[config.mk]
export PLATFORM = sky130hd
export DESIGN_NAME = tick_rate_ctrl
export DESIGN_NICKNAME = d
export VERILOG_FILES = /design/src/rtl/clkdiv_pkg.sv /design/src/rtl/tick_prescaler.sv /design/src/rtl/tick_rate_ctrl.sv
export SDC_FILE = /design/constraint.sdc
export NUM_CORES = 1
export LEC_CHECK = 0
export ABC_CLOCK_PERIOD_IN_PS = 4100
export CORE_MARGIN = 4
export CORE_UTILIZATION = 40
export CTS_CLUSTER_SIZE = 16
export DETAILED_ROUTE_END_ITERATION = 10
export PLACE_DENSITY = 0.59
export SKIP_CTS_REPAIR_TIMING = 1
export SYNTH_ARGS = -nofsm -noshare
export SYNTH_HDL_FRONTEND = slang
export SYNTH_SLANG_ARGS = --single-unit
[constraint.sdc]
create_clock -name CLK_IN -period 4.1 [get_ports CLK_IN]
set_input_delay 0.82 -clock CLK_IN [delete_from_list [all_inputs] [get_ports CLK_IN]]
set_output_delay 0.82 -clock CLK_IN [all_outputs]
set_load 0.01 [all_outputs]
[src/rtl/clkdiv_pkg.sv]
// clkdiv_pkg: shared constants and state encoding for the tick rate controller
package clkdiv_pkg;
  localparam int PKG_CNT_W = 32;
  localparam int PKG_DEFAULT_DIV = 100;
  localparam int MIN_DIV = 1;
  typedef enum logic [1:0] {STOP = 2'b00, RUN = 2'b01, STEP = 2'b10, BAD = 2'b11} state_t;
endpackage

[src/rtl/tick_prescaler.sv]
// tick_prescaler: period counter with terminal compare and registered terminal pulse
module tick_prescaler #(
  parameter int CNT_W = 32
) (
  input  logic             CLK_IN,
  input  logic             clr,
  input  logic             en,
  input  logic             clear,
  input  logic [CNT_W-1:0] div,
  output logic             hit,
  output logic             term
);
  logic [CNT_W-1:0] cnt;
  assign hit = cnt == div;
  always_ff @(posedge CLK_IN or posedge clr)
    if (clr) begin
      cnt  <= '0;
      term <= 1'b0;
    end else begin
      cnt  <= (clear || (en && hit)) ? '0 : en ? cnt + 1'b1 : cnt;
      term <= en && hit && !clear;
    end
endmodule

[src/rtl/tick_rate_ctrl.sv]
// tick_rate_ctrl: run/stop/single-step tick generator with handshaked divide reload
module tick_rate_ctrl
  import clkdiv_pkg::*;
#(
  parameter int CNT_W       = PKG_CNT_W,
  parameter int DEFAULT_DIV = PKG_DEFAULT_DIV,
  parameter int TCNT_W      = 16
) (
  input  logic              CLK_IN,
  input  logic              clr,
  input  logic              run,
  input  logic              step,
  input  logic              div_load_req,
  input  logic [CNT_W-1:0]  div_load_val,
  output logic              div_load_ack,
  output logic              tick,
  output logic              CLK_OUT,
  output logic [1:0]        state,
  output logic [TCNT_W-1:0] tick_count
);
  state_t st, nx;
  logic en, hit, fire, apply, ack_q, req_q, pend_valid;
  logic [CNT_W-1:0] div_cur, div_pend;
  always_ff @(posedge CLK_IN or posedge clr)
    if (clr) st <= STOP;
    else st <= nx;
  always_comb begin
    nx = STOP;
    case (st)
      STOP:    nx = run ? RUN : step ? STEP : STOP;
      RUN:     nx = run ? RUN : STOP;
      STEP:    nx = run ? RUN : hit ? STOP : STEP;
      default: nx = STOP;
    endcase
  end
  // dropping run in RUN clears the counter on that same edge, so the partial period never ticks
  always_comb begin
    state = st;
    en    = (st == RUN && run) || st == STEP;
  end
  assign fire  = en && hit;
  assign apply = pend_valid && (st == STOP || fire);
  tick_prescaler #(.CNT_W(CNT_W)) u_pre (
    .CLK_IN(CLK_IN),
    .clr(clr),
    .en(en),
    .clear(!en),
    .div(div_cur),
    .hit(hit),
    .term(tick)
  );
  // capture and apply are exclusive through pend_valid, so a same-edge capture waits a full period
  always_ff @(posedge CLK_IN or posedge clr)
    if (clr) begin
      req_q        <= 1'b0;
      pend_valid   <= 1'b0;
      div_pend     <= CNT_W'(DEFAULT_DIV);
      div_cur      <= CNT_W'(DEFAULT_DIV);
      ack_q        <= 1'b0;
      div_load_ack <= 1'b0;
      CLK_OUT      <= 1'b0;
      tick_count   <= '0;
    end else begin
      req_q <= div_load_req;
      if (div_load_req && !req_q && !pend_valid) begin
        div_pend   <= (div_load_val < CNT_W'(MIN_DIV)) ? CNT_W'(MIN_DIV) : div_load_val;
        pend_valid <= 1'b1;
      end else if (apply) pend_valid <= 1'b0;
      if (apply) div_cur <= div_pend;
      ack_q        <= apply;
      div_load_ack <= ack_q;
      if (fire) begin
        CLK_OUT    <= !CLK_OUT;
        tick_count <= tick_count + 1'b1;
      end
    end
endmodule

==> out/results.env, run 1 <==
STATUS='completed'
TIMING.HOLD.WORST.CLASS='reg -> reg'
CP-END-KIND='register'
MAX_CAP_VIOL_COUNT=0
PLACE_AREA_UM2=6210
PEAK_IR_DROP_ON_THE_VDD_NETWORK_mV=0.286
IO_BUFFERS=57
FLOORPLAN.INITIALDENSITY_PCT=41.1
WORSTPATHCELLLIST='clkdlybuf4s50_1, nor2b_1, mux2i_1, nor3_1, nand3_2, a21bo_2, mux2_2'
VIAS_PER_CELL=4.95
SYNTH_FP_NETS=471
SYNTH-ASYNC-RESET-RATIO_PCT=100
POWER.LEAKAGE_uW=0.00292
DR.FIRST_ITER.DRC_COUNT=240
SYN-INSTANCE-COUNT=432
CELL_TYPE_OF_THE_SLOWEST_STAGE_ON_THE_WORST_TIMING_PATH='sky130_fd_sc_hd__a21bo_2'
P_TOTAL_uW=3840
VIAS_IN_THE_FIRST_GLOBAL_ROUTE=3673
CRITICALPATHCATEGORY='in -> reg'
CTS_MADE_BUFFERS=17
RSZ_0062_RAISED_AFTER_GLOBAL_ROUTING='no'
WORSTHOLDPATHCELLS=0
LAYOUT_WORST_PATH_CYCLE_SHARE_PCT=75.8
SYNTH_ENABLE_FLOP_CELLS=0
FINAL-HOLD-VIOLATION-COUNT=0
GP_CONGESTION=0.818
FINALNETCOUNT=537
REG2REG_SLACK_NS=1.23
SYNTH.CELL_AREA_UM2=5470
WIRELENGTH_MM=10.8
CORE_BOX_AREA_UM2=13300
SYNTH_WARNINGS=0
WORST_SETUP_HOLD_PATH_CLK_SLEW_NS=0.06
ROUTEDWLPERCELL_UM=15.7
DRTPASS1ITERATIONS=4
YOSYSSEQAREASHARE_PCT=55.1
GROUTE.USAGE.OVERALL_PCT=15.1
GLOBALROUTEOVERFLOWTOTAL=0
HTREE_NUM_LEVELS=4
CLOCK_TREE.ROOT_CELL='sky130_fd_sc_hd__clkbuf_16'
MAXIMUM_ACHIEVABLE_FREQUENCY_MHz=322
CP_TOP_FAMILY='compound AO/OA/AOI/OAI gates'
DIE_W_UM=125
CP_DATA_REQUIRED_TIME_NS=4.40
DRT.ANTENNA.VIOLATING_NETS=0
INITIAL_ANTENNA_VIOLATION_COUNT=0
WORST_EP_ARRIVAL_TIME_NS=3.40
GRT_START_MAX_NET_PINS=64
ANTENNA_CELLS=0
LAYOUT.CELL_AREA.NON_FILLER_UM2=6830
TRITONCTS='built'
WORSTSKEWPAIRLATENCY_NS=0.42
POST-ROUTE-DRC-COUNT=0
DPL_HPWL_MM=7.69
FINAL.SETUP.TNS_NS=0
GRT_PASS1_WL_MM=18.7
DP_WORST_SETUP_SLACK_NS=0.556
CRITPATHBUFINV=1
DESIGN.DIE.AREA_UM2=15600
FINALWORSTSETUPSLACK_NS=0.994
AVGSYNTHCELLAREA_UM2=12.7
WORST_SLEW_MARGIN_REL_PCT=24.8
CLOCK-SINKS=120
DR_TOTAL_VIAS=3399
MAXSLEWVIOLCOUNT=0
POWER_PER_CELL_AREA_nW_PER_UM2=563
SYNTHDISTINCTLIBCELLS=36
FIN_CRIT_NS=3.11
FLOORPLAN.ROWS=42
TYPE_OF_ORIGIN_OF_THE_CRITICAL_PATH='input port'
YOSYS_REGISTER_BITS=120
DIE_HEIGHT_UM=125
TIMING.CRITICAL_PATH.DEPTH=7
CLOCK_PATH_BUFFERS=2
LAYOUT-DRIVE-GT1-SHARE_PCT=21.7
WORST_PATH_MAX_FANOUT=33
SYN_TO_FINAL_GROWTH_PCT=25.0
BIGGEST_CELL_DELAY_ALONG_THE_CRITICAL_PATH_NS=0.95
FF2FF_PATH_DEPTH=6
CLOCK-SKEW-FINAL_NS=0.00676
WORST_SLEW_PIN_SLEW_NS=1.13
SYNTH_FF_TYPE='sky130_fd_sc_hd__dfrtp_1'
TOP_LEVEL_PORT_COUNT=58
FINALSETUPVIOLATIONS=0
[final timing paths]
path                                          start                   endpoint
setup / recovery                                run    div_cur[29]$_DFFE_PP0P_
hold / removal                      ack_q$_DFF_PP0_     div_load_ack$_DFF_PP0_
setup reg to reg           u_pre.cnt[7]$_DFFE_PP0P_    div_cur[16]$_DFFE_PP0P_
hold reg to reg                     ack_q$_DFF_PP0_     div_load_ack$_DFF_PP0_
max in group asynchronous                       clr  u_pre.cnt[20]$_DFFE_PP0P_
min in group asynchronous                       clr  tick_count[3]$_DFFE_PP0P_
[layer usage]
metal | global-route usage (%) | up-vias | wire (um)
li1 | - | 1632 | -
met1 | 19.6 | 1681 | 5000
met2 | 23.7 | 69 | 5110
met3 | 4.29 | 17 | 492
met4 | 6.31 | 0 | 201
met5 | 0 | - | 0
[per-stage QoR]
step | instances | hold slack [ns] | utilization (%)
after detailed placement | 655 | 0.336 | 46.7
after global placement | 655 | 0.335 | 46.7
after global routing | 687 | 0.391 | 51.4
after floorplan | 432 | 0.331 | -
after CTS | 687 | 0.359 | 51.4
final | 687 | 0.357 | 51.4
[flip-flops by register name, summed over array words and instances (netlist names)]
name          count
ack_q             1
u_pre.term        1
pend_valid        1
req_q             1
CLK_OUT           1
div_pend         32
state             2
div_load_ack      1
u_pre.cnt        32
div_cur          32
tick_count       16
[cell usage in the layout, fill, tap and decap left out, types with 2 or more instances in the layout]
cell,instances
sky130_fd_sc_hd__dfrtp_1,114
sky130_fd_sc_hd__clkdlybuf4s50_1,57
sky130_fd_sc_hd__xnor2_1,45
sky130_fd_sc_hd__nor2_1,44
sky130_fd_sc_hd__mux2_2,35
sky130_fd_sc_hd__xor2_1,33
sky130_fd_sc_hd__mux2_4,29
sky130_fd_sc_hd__nand4_1,20
sky130_fd_sc_hd__nand3_1,18
sky130_fd_sc_hd__clkbuf_16,17
sky130_fd_sc_hd__nand2_1,14
sky130_fd_sc_hd__nor4_1,11
sky130_fd_sc_hd__nor3_1,10
sky130_fd_sc_hd__and4_1,9
sky130_fd_sc_hd__dfstp_2,6
sky130_fd_sc_hd__inv_1,5
sky130_fd_sc_hd__clkinv_2,5
sky130_fd_sc_hd__bufinv_16,4
sky130_fd_sc_hd__nor2b_1,3
sky130_fd_sc_hd__and3_1,3
sky130_fd_sc_hd__ha_1,2
sky130_fd_sc_hd__clkinv_4,2
sky130_fd_sc_hd__clkinvlp_4,2
sky130_fd_sc_hd__buf_4,2
[synthesized netlist by cell type (5+ instances only)]
| library cell | number | area [um2] |
|---|---|---|
| sky130_fd_sc_hd__dfrtp_1 | 114 | 2850 |
| sky130_fd_sc_hd__nand2_1 | 14 | 52.6 |
| sky130_fd_sc_hd__nor2_1 | 44 | 165 |
| sky130_fd_sc_hd__and4_1 | 9 | 78.8 |
| sky130_fd_sc_hd__nand3_1 | 18 | 90.1 |
| sky130_fd_sc_hd__buf_6 | 5 | 56.3 |
| sky130_fd_sc_hd__nand4_1 | 20 | 125 |
| sky130_fd_sc_hd__mux2_2 | 35 | 394 |
| sky130_fd_sc_hd__xor2_1 | 33 | 289 |
| sky130_fd_sc_hd__clkbuf_1 | 6 | 22.5 |
| sky130_fd_sc_hd__nor4_1 | 11 | 68.8 |
| sky130_fd_sc_hd__xnor2_1 | 45 | 394 |
| sky130_fd_sc_hd__nor3_1 | 10 | 50.1 |
| sky130_fd_sc_hd__inv_1 | 6 | 22.5 |
| sky130_fd_sc_hd__dfstp_2 | 6 | 158 |
| sky130_fd_sc_hd__mux2_4 | 29 | 435 |
[worst register-to-register path, stage by stage, from the launching register on]
cell                      delay (ns)
sky130_fd_sc_hd__dfrtp_1        0.45
sky130_fd_sc_hd__xnor2_1        0.22
sky130_fd_sc_hd__nand4_1        0.26
sky130_fd_sc_hd__nor4_4         0.40
sky130_fd_sc_hd__nand3_2        0.32
sky130_fd_sc_hd__a21bo_2        0.64
sky130_fd_sc_hd__mux2_4         0.45
[cell families after synthesis]
group                    count (synthesis)  share of synthesized area, %
AND/OR/NAND/NOR                        141                          13.7
flip-flops                             120                          55.1
XOR/XNOR                                78                          12.5
multiplexers                            65                          15.4
buffers and inverters                   19                          2.04
AO/OA/AOI/OAI                            7                         0.915
adder cells (fa/ha/maj)                  2                         0.458
[layout make-up]
type                            count  area [um2]
Multi-Input combinational cell    293        2350
Sequential cell                   120        3010
Timing Repair Buffer               60         606
Tap cell                          176         220
Inverter                            6        25.0
Clock inverter                     13         178
Clock buffer                       19         443
Fill cell                        1143        6460
[where the power goes]
group          internal (uW)  total, uW  switching (uW)
Sequential              1450       1640             192
Clock                   1030       1550             521
Combinational            432        653             220
Note: power is estimated with default switching activity, not from simulation.
==> inputs of run 2 (changes only) <==
--- a/config.mk
+++ b/config.mk
@@ -5,7 +5,7 @@
 export SDC_FILE = /design/constraint.sdc
 export NUM_CORES = 1
 export LEC_CHECK = 0
-export ABC_CLOCK_PERIOD_IN_PS = 4100
+export ABC_CLOCK_PERIOD_IN_PS = 2620
 export CORE_MARGIN = 4
 export CORE_UTILIZATION = 40
 export CTS_CLUSTER_SIZE = 16
==> constraint.sdc (replaced) <==
create_clock -name CLK_IN -period 2.62 [get_ports CLK_IN]
set_input_delay 0.524 -clock CLK_IN [delete_from_list [all_inputs] [get_ports CLK_IN]]
set_output_delay 0.524 -clock CLK_IN [all_outputs]
set_load 0.01 [all_outputs]
==> run 2 against run 1 <==
Non-clock buffer count increased by 7. Core utilization increased by 0.24 points. Critical path type is now reg -> reg. Critical path depth unchanged. Critical endpoint is now div_cur[13]$_DFFE_PP0P_. Count of clock-buffer cells in the layout increased by 10. Largest cell class unchanged. Clock power increased by 42%.
==> out/results.env, run 2 (same netlist as run 1, synthesis figures left out) <==
STATUS='completed'  # unchanged
RSZ_0062_RAISED_AFTER_GLOBAL_ROUTING='no'  # unchanged
WORSTSKEWPAIRLATENCY_NS=0.41  # was 0.42 ns
WORSTPATHCELLLIST='xnor2_1, nand4_1, nor4_4, nand3_2, a21bo_2, buf_12, mux2_4'  # was clkdlybuf4s50_1, nor2b_1, mux2i_1, nor3_1, nand3_2, a21bo_2, mux2_2
RR_ENDPOINT='div_cur[13]$_DFFE_PP0P_'  # was div_cur[16]$_DFFE_PP0P_
DR.FIRST_ITER.DRC_COUNT=201  # was 240
PEAK_IR_DROP_ON_THE_VDD_NETWORK_mV=0.380  # was 0.286 mV
IO_BUFFERS=57  # unchanged
MAXSLEWVIOLCOUNT=0  # unchanged
DR_TOTAL_VIAS=3470  # was 3399
BIGGEST_CELL_DELAY_ALONG_THE_CRITICAL_PATH_NS=0.44  # was 0.95 ns
CLOCK_PATH_BUFFERS=2  # unchanged
TYPE_OF_ORIGIN_OF_THE_CRITICAL_PATH='register'  # was input port
TOP_LEVEL_PORT_COUNT=58  # unchanged
CRITICALPATHCATEGORY='reg -> reg'  # was in -> reg
CTS_MADE_BUFFERS=17  # unchanged
GRT_START_MAX_NET_PINS=84  # was 64
WORST_PATH_MAX_FANOUT=17  # was 33
FINALNETCOUNT=544  # was 537
FINAL_CELL_MIX='sky130_fd_sc_hd__dfrtp_1, sky130_fd_sc_hd__clkdlybuf4s50_1, sky130_fd_sc_hd__xnor2_1'  # unchanged
LAYOUT.CELL_AREA.NON_FILLER_UM2=6860  # was 6830 um2
DPL_HPWL_MM=7.68  # was 7.69 mm
CP-END-KIND='register'  # unchanged
FINAL.SETUP.TNS_NS=0  # unchanged
CORE_BOX_AREA_UM2=13300  # unchanged
HOLD_WS_NS=0.360  # was 0.357 ns
DIE_HEIGHT_UM=125  # unchanged
GROUTE.USAGE.OVERALL_PCT=15.2  # was 15.1%
WORST_SETUP_PATH_STARTPOINT='u_pre.cnt[7]$_DFFE_PP0P_'  # was run
GRT_PASS1_WL_MM=18.7  # about the same
FLOORPLAN.INITIALDENSITY_PCT=41.1  # unchanged
CP-ENDPOINT='div_cur[13]$_DFFE_PP0P_'  # was div_cur[29]$_DFFE_PP0P_
VIAS_IN_THE_FIRST_GLOBAL_ROUTE=3714  # was 3673
LAYOUT_WORST_PATH_CYCLE_SHARE_PCT=86.7
VIAS_PER_CELL=5.00  # was 4.95
FF2FF_PATH_DEPTH=7  # was 6
ROUTEDWLPERCELL_UM=15.7  # about the same
DRTPASS1ITERATIONS=4  # unchanged
WIRELENGTH_MM=10.9  # was 10.8 mm
DIE_W_UM=125  # unchanged
CLOCK-SINKS=120  # unchanged
CLOCK-SKEW-FINAL_NS=0.00489  # was 0.00676 ns
POST-ROUTE-DRC-COUNT=0  # unchanged
FINAL-HOLD-VIOLATION-COUNT=0  # unchanged
SYN_TO_FINAL_GROWTH_PCT=25.5  # was 25.0%
INITIAL_ANTENNA_VIOLATION_COUNT=0  # unchanged
ANTENNA_CELLS=0  # unchanged
CELL_TYPE_OF_THE_SLOWEST_STAGE_ON_THE_WORST_TIMING_PATH='sky130_fd_sc_hd__dfrtp_1'  # was sky130_fd_sc_hd__a21bo_2
FLOORPLAN.ROWS=42  # unchanged
MAX_CAP_VIOL_COUNT=0  # unchanged
FIN_CRIT_NS=2.27
RR_STARTPOINT='u_pre.cnt[7]$_DFFE_PP0P_'  # unchanged
CLOCK_TREE.ROOT_CELL='sky130_fd_sc_hd__clkbuf_16'  # unchanged
GLOBALROUTEOVERFLOWTOTAL=0  # unchanged
LAYOUT-DRIVE-GT1-SHARE_PCT=21.6  # was 21.7%
CP_DATA_REQUIRED_TIME_NS=2.91  # was 4.40 ns
POWER.LEAKAGE_uW=0.00294  # was 0.00292 uW
REG_TOP3='div_cur: 32 flops, div_pend: 32 flops, u_pre.cnt: 32 flops'  # unchanged
DESIGN.DIE.AREA_UM2=15600  # unchanged
PLACE_AREA_UM2=6300  # was 6210 um2
FINALSETUPVIOLATIONS=0  # unchanged
WORSTHOLDPATHCELLS=0  # unchanged
DRT.ANTENNA.VIOLATING_NETS=0  # unchanged
HTREE_NUM_LEVELS=4  # unchanged
REG2REG_SLACK_NS=0.35  # was 1.23 ns
MAXIMUM_ACHIEVABLE_FREQUENCY_MHz=440
POWER_PER_CELL_AREA_nW_PER_UM2=846  # was 563 nW/um2
TRITONCTS='built'  # unchanged
WORST_SLEW_MARGIN_REL_PCT=56.5  # was 24.8%
LAYOUT.CELLS.MOST_COMMON='sky130_fd_sc_hd__dfrtp_1'  # unchanged
TIMING.HOLD.WORST.CLASS='reg -> reg'  # unchanged
WORST_SLEW_PIN_SLEW_NS=0.646  # was 1.13 ns
WORST_EP_ARRIVAL_TIME_NS=2.57  # was 3.40 ns
WORST_SETUP_HOLD_PATH_CLK_SLEW_NS=0.05  # was 0.06 ns
GP_CONGESTION=0.830  # was 0.818
run 2: changes by cell type in the layout (fill, tap and decap cells not counted):
| cell | previous run | this run |
|---|---|---|
| sky130_fd_sc_hd__clkbuf_1 | 1 | 7 |
| sky130_fd_sc_hd__buf_4 | 2 | 6 |
| sky130_fd_sc_hd__clkbuf_8 | 1 | 5 |
| sky130_fd_sc_hd__buf_12 | 1 | 4 |
| sky130_fd_sc_hd__bufinv_16 | 4 | 1 |
| sky130_fd_sc_hd__clkinv_2 | 5 | 2 |
| sky130_fd_sc_hd__clkinv_4 | 2 | 0 |
| sky130_fd_sc_hd__clkinvlp_4 | 2 | 1 |
| sky130_fd_sc_hd__inv_4 | 1 | 0 |
run 2: worst min-delay path by stage:
stage | startpoint | to | slack, ns
finish | ack_q$_DFF_PP0_ | div_load_ack$_DFF_PP0_ | 0.36
global route | ack_q$_DFF_PP0_ | div_load_ack$_DFF_PP0_ | 0.37
CTS | ack_q$_DFF_PP0_ | div_load_ack$_DFF_PP0_ | 0.37
detailed placement | ack_q$_DFF_PP0_ | div_load_ack$_DFF_PP0_ | 0.36
global placement | ack_q$_DFF_PP0_ | div_load_ack$_DFF_PP0_ | 0.34
floorplan | ack_q$_DFF_PP0_ | div_load_ack$_DFF_PP0_ | 0.33
run 2: where the power goes:
group	switching (uW)	internal (uW)	leakage (uW)	total, uW
logic	345	690	0.00115	1040
clock network	769	1430	0.000276	2200
registers	305	2270	0.00151	2580
total	1420	4390	0.00294	5810
run 2: area by class of cell:
class	instances	area (um2)
clock inverters	3	40.0
well taps	176	220
clock buffers	29	520
inverters	6	26.3
multi-input cells	293	2350
repair buffers	67	696
flip-flops and latches	120	3010
fillers	1154	6430
run 2: metrics by stage:
| stage | setup WS [ns] | std cells | power (uW) | util [%] |
|---|---|---|---|---|
| after floorplan | 0.533 | 432 | 3320 | - |
| after global placement | 0.0812 | 662 | 3630 | 47.4 |
| after detailed placement | 0.0746 | 662 | 3670 | 47.4 |
| after CTS | 0.343 | 694 | 5900 | 51.6 |
| after global routing | 0.179 | 694 | 6090 | 51.6 |
| final | 0.348 | 694 | 5810 | 51.6 |
run 2: metal layers:
metal,vias to the layer above,GRT usage [%],share of wire (%)
li1,1652,-,-
met1,1731,18.8,45
met3,21,5.36,5.0
met4,0,6.57,2.1
met2,66,24.1,48
met5,-,0,0
run 2: critical path: cells and delay by family (launching register included):
family / cells / cell delay (ns)
and+or+nand+nor: 3 / 0.76
DFF: 1 / 0.44
buffers and inverters: 1 / 0.17
muxes: 1 / 0.30
xor gates and xnor gates: 1 / 0.21
AOI/OAI and AO/OA: 1 / 0.25
==> inputs of run 3 (changes only) <==
--- a/config.mk
+++ b/config.mk
@@ -10,7 +10,10 @@
 export CORE_UTILIZATION = 40
 export CTS_CLUSTER_SIZE = 16
 export DETAILED_ROUTE_END_ITERATION = 10
-export PLACE_DENSITY = 0.59
+export DONT_BUFFER_PORTS = 1
+export GPL_ROUTABILITY_DRIVEN = 1
+export PLACE_DENSITY = 0.53
+export RECOVER_POWER = 50
 export SKIP_CTS_REPAIR_TIMING = 1
 export SYNTH_ARGS = -nofsm -noshare
 export SYNTH_HDL_FRONTEND = slang
==> run 3 against run 2 <==
Combinational power is 9% lower. Critical endpoint is now div_cur[17]$_DFFE_PP0P_. Highest routed layer unchanged. Core utilization fell by 4.8 points. Total power shrank 3.4%. First-iteration DRC count down 4.5%. Die area is the same.
==> out/results.env, run 3 (same netlist as run 1, synthesis figures left out) <==
POST-ROUTE-DRC-COUNT=0  # unchanged
WORST_SLEW_MARGIN_REL_PCT=40.8  # was 56.5%
DIE_W_UM=125  # unchanged
MAX_CAP_VIOL_COUNT=0  # unchanged
CP_DATA_REQUIRED_TIME_NS=2.91  # about the same
IO_BUFFERS=0  # was 57
GRT_PASS1_WL_MM=18.3  # was 18.7 mm
LAYOUT.CELL_AREA.NON_FILLER_UM2=6220  # was 6860 um2
BIGGEST_CELL_DELAY_ALONG_THE_CRITICAL_PATH_NS=0.42  # was 0.44 ns
LAYOUT_WORST_PATH_CYCLE_SHARE_PCT=87.7  # was 86.7%
ANTENNA_CELLS=0  # unchanged
POWER.LEAKAGE_uW=0.00269  # was 0.00294 uW
DR.FIRST_ITER.DRC_COUNT=192  # was 201
CRITICALPATHCATEGORY='reg -> reg'  # unchanged
CLOCK_PATH_BUFFERS=2  # unchanged
CELL_TYPE_OF_THE_SLOWEST_STAGE_ON_THE_WORST_TIMING_PATH='sky130_fd_sc_hd__dfrtp_1'  # unchanged
CTS_MADE_BUFFERS=17  # unchanged
DR_TOTAL_VIAS=3218  # was 3470
VIAS_PER_CELL=5.08  # was 5.00
WORST_SLEW_PIN_SLEW_NS=0.888  # was 0.646 ns
MAXSLEWVIOLCOUNT=0  # unchanged
P_TOTAL_uW=5610  # was 5810 uW
REG_TOP3='div_cur: 32 flops, div_pend: 32 flops, u_pre.cnt: 32 flops'  # unchanged
DPL_HPWL_MM=7.62  # was 7.68 mm
LAYOUT.CELLS.MOST_COMMON='sky130_fd_sc_hd__dfrtp_1'  # unchanged
CLOCK-SKEW-FINAL_NS=0.00746  # was 0.00489 ns
ROUTEDWLPERCELL_UM=17.1  # was 15.7 um
WORST_EP_ARRIVAL_TIME_NS=2.59  # was 2.57 ns
INITIAL_ANTENNA_VIOLATION_COUNT=0  # unchanged
LAYOUT-DRIVE-GT1-SHARE_PCT=23.8  # was 21.6%
FINAL.SETUP.TNS_NS=0  # unchanged
CLOCK-SINKS=120  # unchanged
DRTPASS1ITERATIONS=4  # unchanged
WORST_PATH_MAX_FANOUT=33  # was 17
PLACE_AREA_UM2=5710  # was 6300 um2
PEAK_IR_DROP_ON_THE_VDD_NETWORK_mV=0.416  # was 0.380 mV
VIAS_IN_THE_FIRST_GLOBAL_ROUTE=3430  # was 3714
GP_CONGESTION=0.763  # was 0.830
FINALNETCOUNT=486  # was 544
TIMING.HOLD.WORST.CLASS='in -> reg'  # was reg -> reg
CORE_BOX_AREA_UM2=13300  # unchanged
DRT.ANTENNA.VIOLATING_NETS=0  # unchanged
HTREE_NUM_LEVELS=4  # unchanged
GRT_START_MAX_NET_PINS=57  # was 84
WORSTSKEWPAIRLATENCY_NS=0.41  # about the same
TOP_LEVEL_PORT_COUNT=58  # unchanged
FIN_CRIT_NS=2.30  # was 2.27 ns
POWER_PER_CELL_AREA_nW_PER_UM2=901  # was 846 nW/um2
REG2REG_SLACK_NS=0.32  # was 0.35 ns
CP-END-KIND='register'  # unchanged
DESIGN.DIE.AREA_UM2=15600  # unchanged
SYN_TO_FINAL_GROWTH_PCT=13.8  # was 25.5%
FLOORPLAN.INITIALDENSITY_PCT=41.1  # unchanged
RSZ_0062_RAISED_AFTER_GLOBAL_ROUTING='no'  # unchanged
WORSTPATHCELLLIST='xnor2_1, nand4_1, nor3_1, nand3_2, a21bo_2, buf_12, mux2_4'  # was xnor2_1, nand4_1, nor4_4, nand3_2, a21bo_2, buf_12, mux2_4
GLOBALROUTEOVERFLOWTOTAL=0  # unchanged
TRITONCTS='built'  # unchanged
DIE_HEIGHT_UM=125  # unchanged
FLOORPLAN.ROWS=42  # unchanged
MAXIMUM_ACHIEVABLE_FREQUENCY_MHz=435  # was 440 MHz
GROUTE.USAGE.OVERALL_PCT=15.1  # was 15.2%
FINAL-HOLD-VIOLATION-COUNT=0  # unchanged
WORST_SETUP_HOLD_PATH_CLK_SLEW_NS=0.05  # about the same
WIRELENGTH_MM=10.8  # was 10.9 mm
STATUS='completed'  # unchanged
FINALSETUPVIOLATIONS=0  # unchanged
CLOCK_TREE.ROOT_CELL='sky130_fd_sc_hd__clkbuf_16'  # unchanged
FINAL_CELL_MIX='sky130_fd_sc_hd__dfrtp_1, sky130_fd_sc_hd__xnor2_1, sky130_fd_sc_hd__nor2_1'  # was sky130_fd_sc_hd__dfrtp_1, sky130_fd_sc_hd__clkdlybuf4s50_1, sky130_fd_sc_hd__xnor2_1
TYPE_OF_ORIGIN_OF_THE_CRITICAL_PATH='register'  # unchanged
-- run 3: worst max-delay path: cells and delay by family, from the launching register on --
kind,cells,cell delay (ns)
buffers and inverters,1,0.20
and+or+nand+nor,3,0.74
muxes,1,0.32
DFF,1,0.42
AOI/OAI and AO/OA,1,0.23
xor gates and xnor gates,1,0.26
-- run 3: worst paths after layout --
path / start / to / depth (start not counted)
max: u_pre.cnt[17]$_DFFE_PP0P_ / div_cur[17]$_DFFE_PP0P_ / 7
min: div_load_req / req_q$_DFF_PP0_ / 0
max reg2reg: u_pre.cnt[17]$_DFFE_PP0P_ / div_cur[17]$_DFFE_PP0P_ / 7
min reg2reg: ack_q$_DFF_PP0_ / div_load_ack$_DFF_PP0_ / 0
max in group asynchronous: clr / div_pend[19]$_DFFE_PP0P_ / 3
min in group asynchronous: clr / CLK_OUT$_DFFE_PP0P_ / 2
-- run 3: area by class of cell --
type	count	area (um2)
clock buffers	27	513
clock inverters	3	15.0
flip-flops and latches	120	3010
inverters	6	23.8
well taps	176	220
multi-input cells	293	2350
repair buffers	9	92.6
fillers	1190	7070
-- run 3: stage by stage --
stage / std cells / setup WS, ns / hold slack, ns / utilization, %
finish: 634 / 0.323 / 0.138 / 46.8
global route: 634 / 0.128 / 0.106 / 46.8
CTS: 633 / 0.270 / -0.0238 / 46.9
detailed placement: 603 / 0.278 / 0.337 / 42.9
global placement: 603 / 0.292 / 0.338 / 42.9
floorplan: 432 / 0.533 / 0.331 / -
-- run 3: routing by layer --
metal  track usage [%]  share of wire (%)  routed length, um
met1              19.0                 45               4870
met2              23.4                 48               5180
met3              5.92                5.4                590
met4              5.93                1.9                210
met5                 0                  0                  0
-- run 3: where the power goes --
part           switching, uW  total, uW  internal (uW)
Sequential               308       2580           2270
Clock                    761       2080           1320
Combinational            327        949            622
Total                   1400       5610           4210
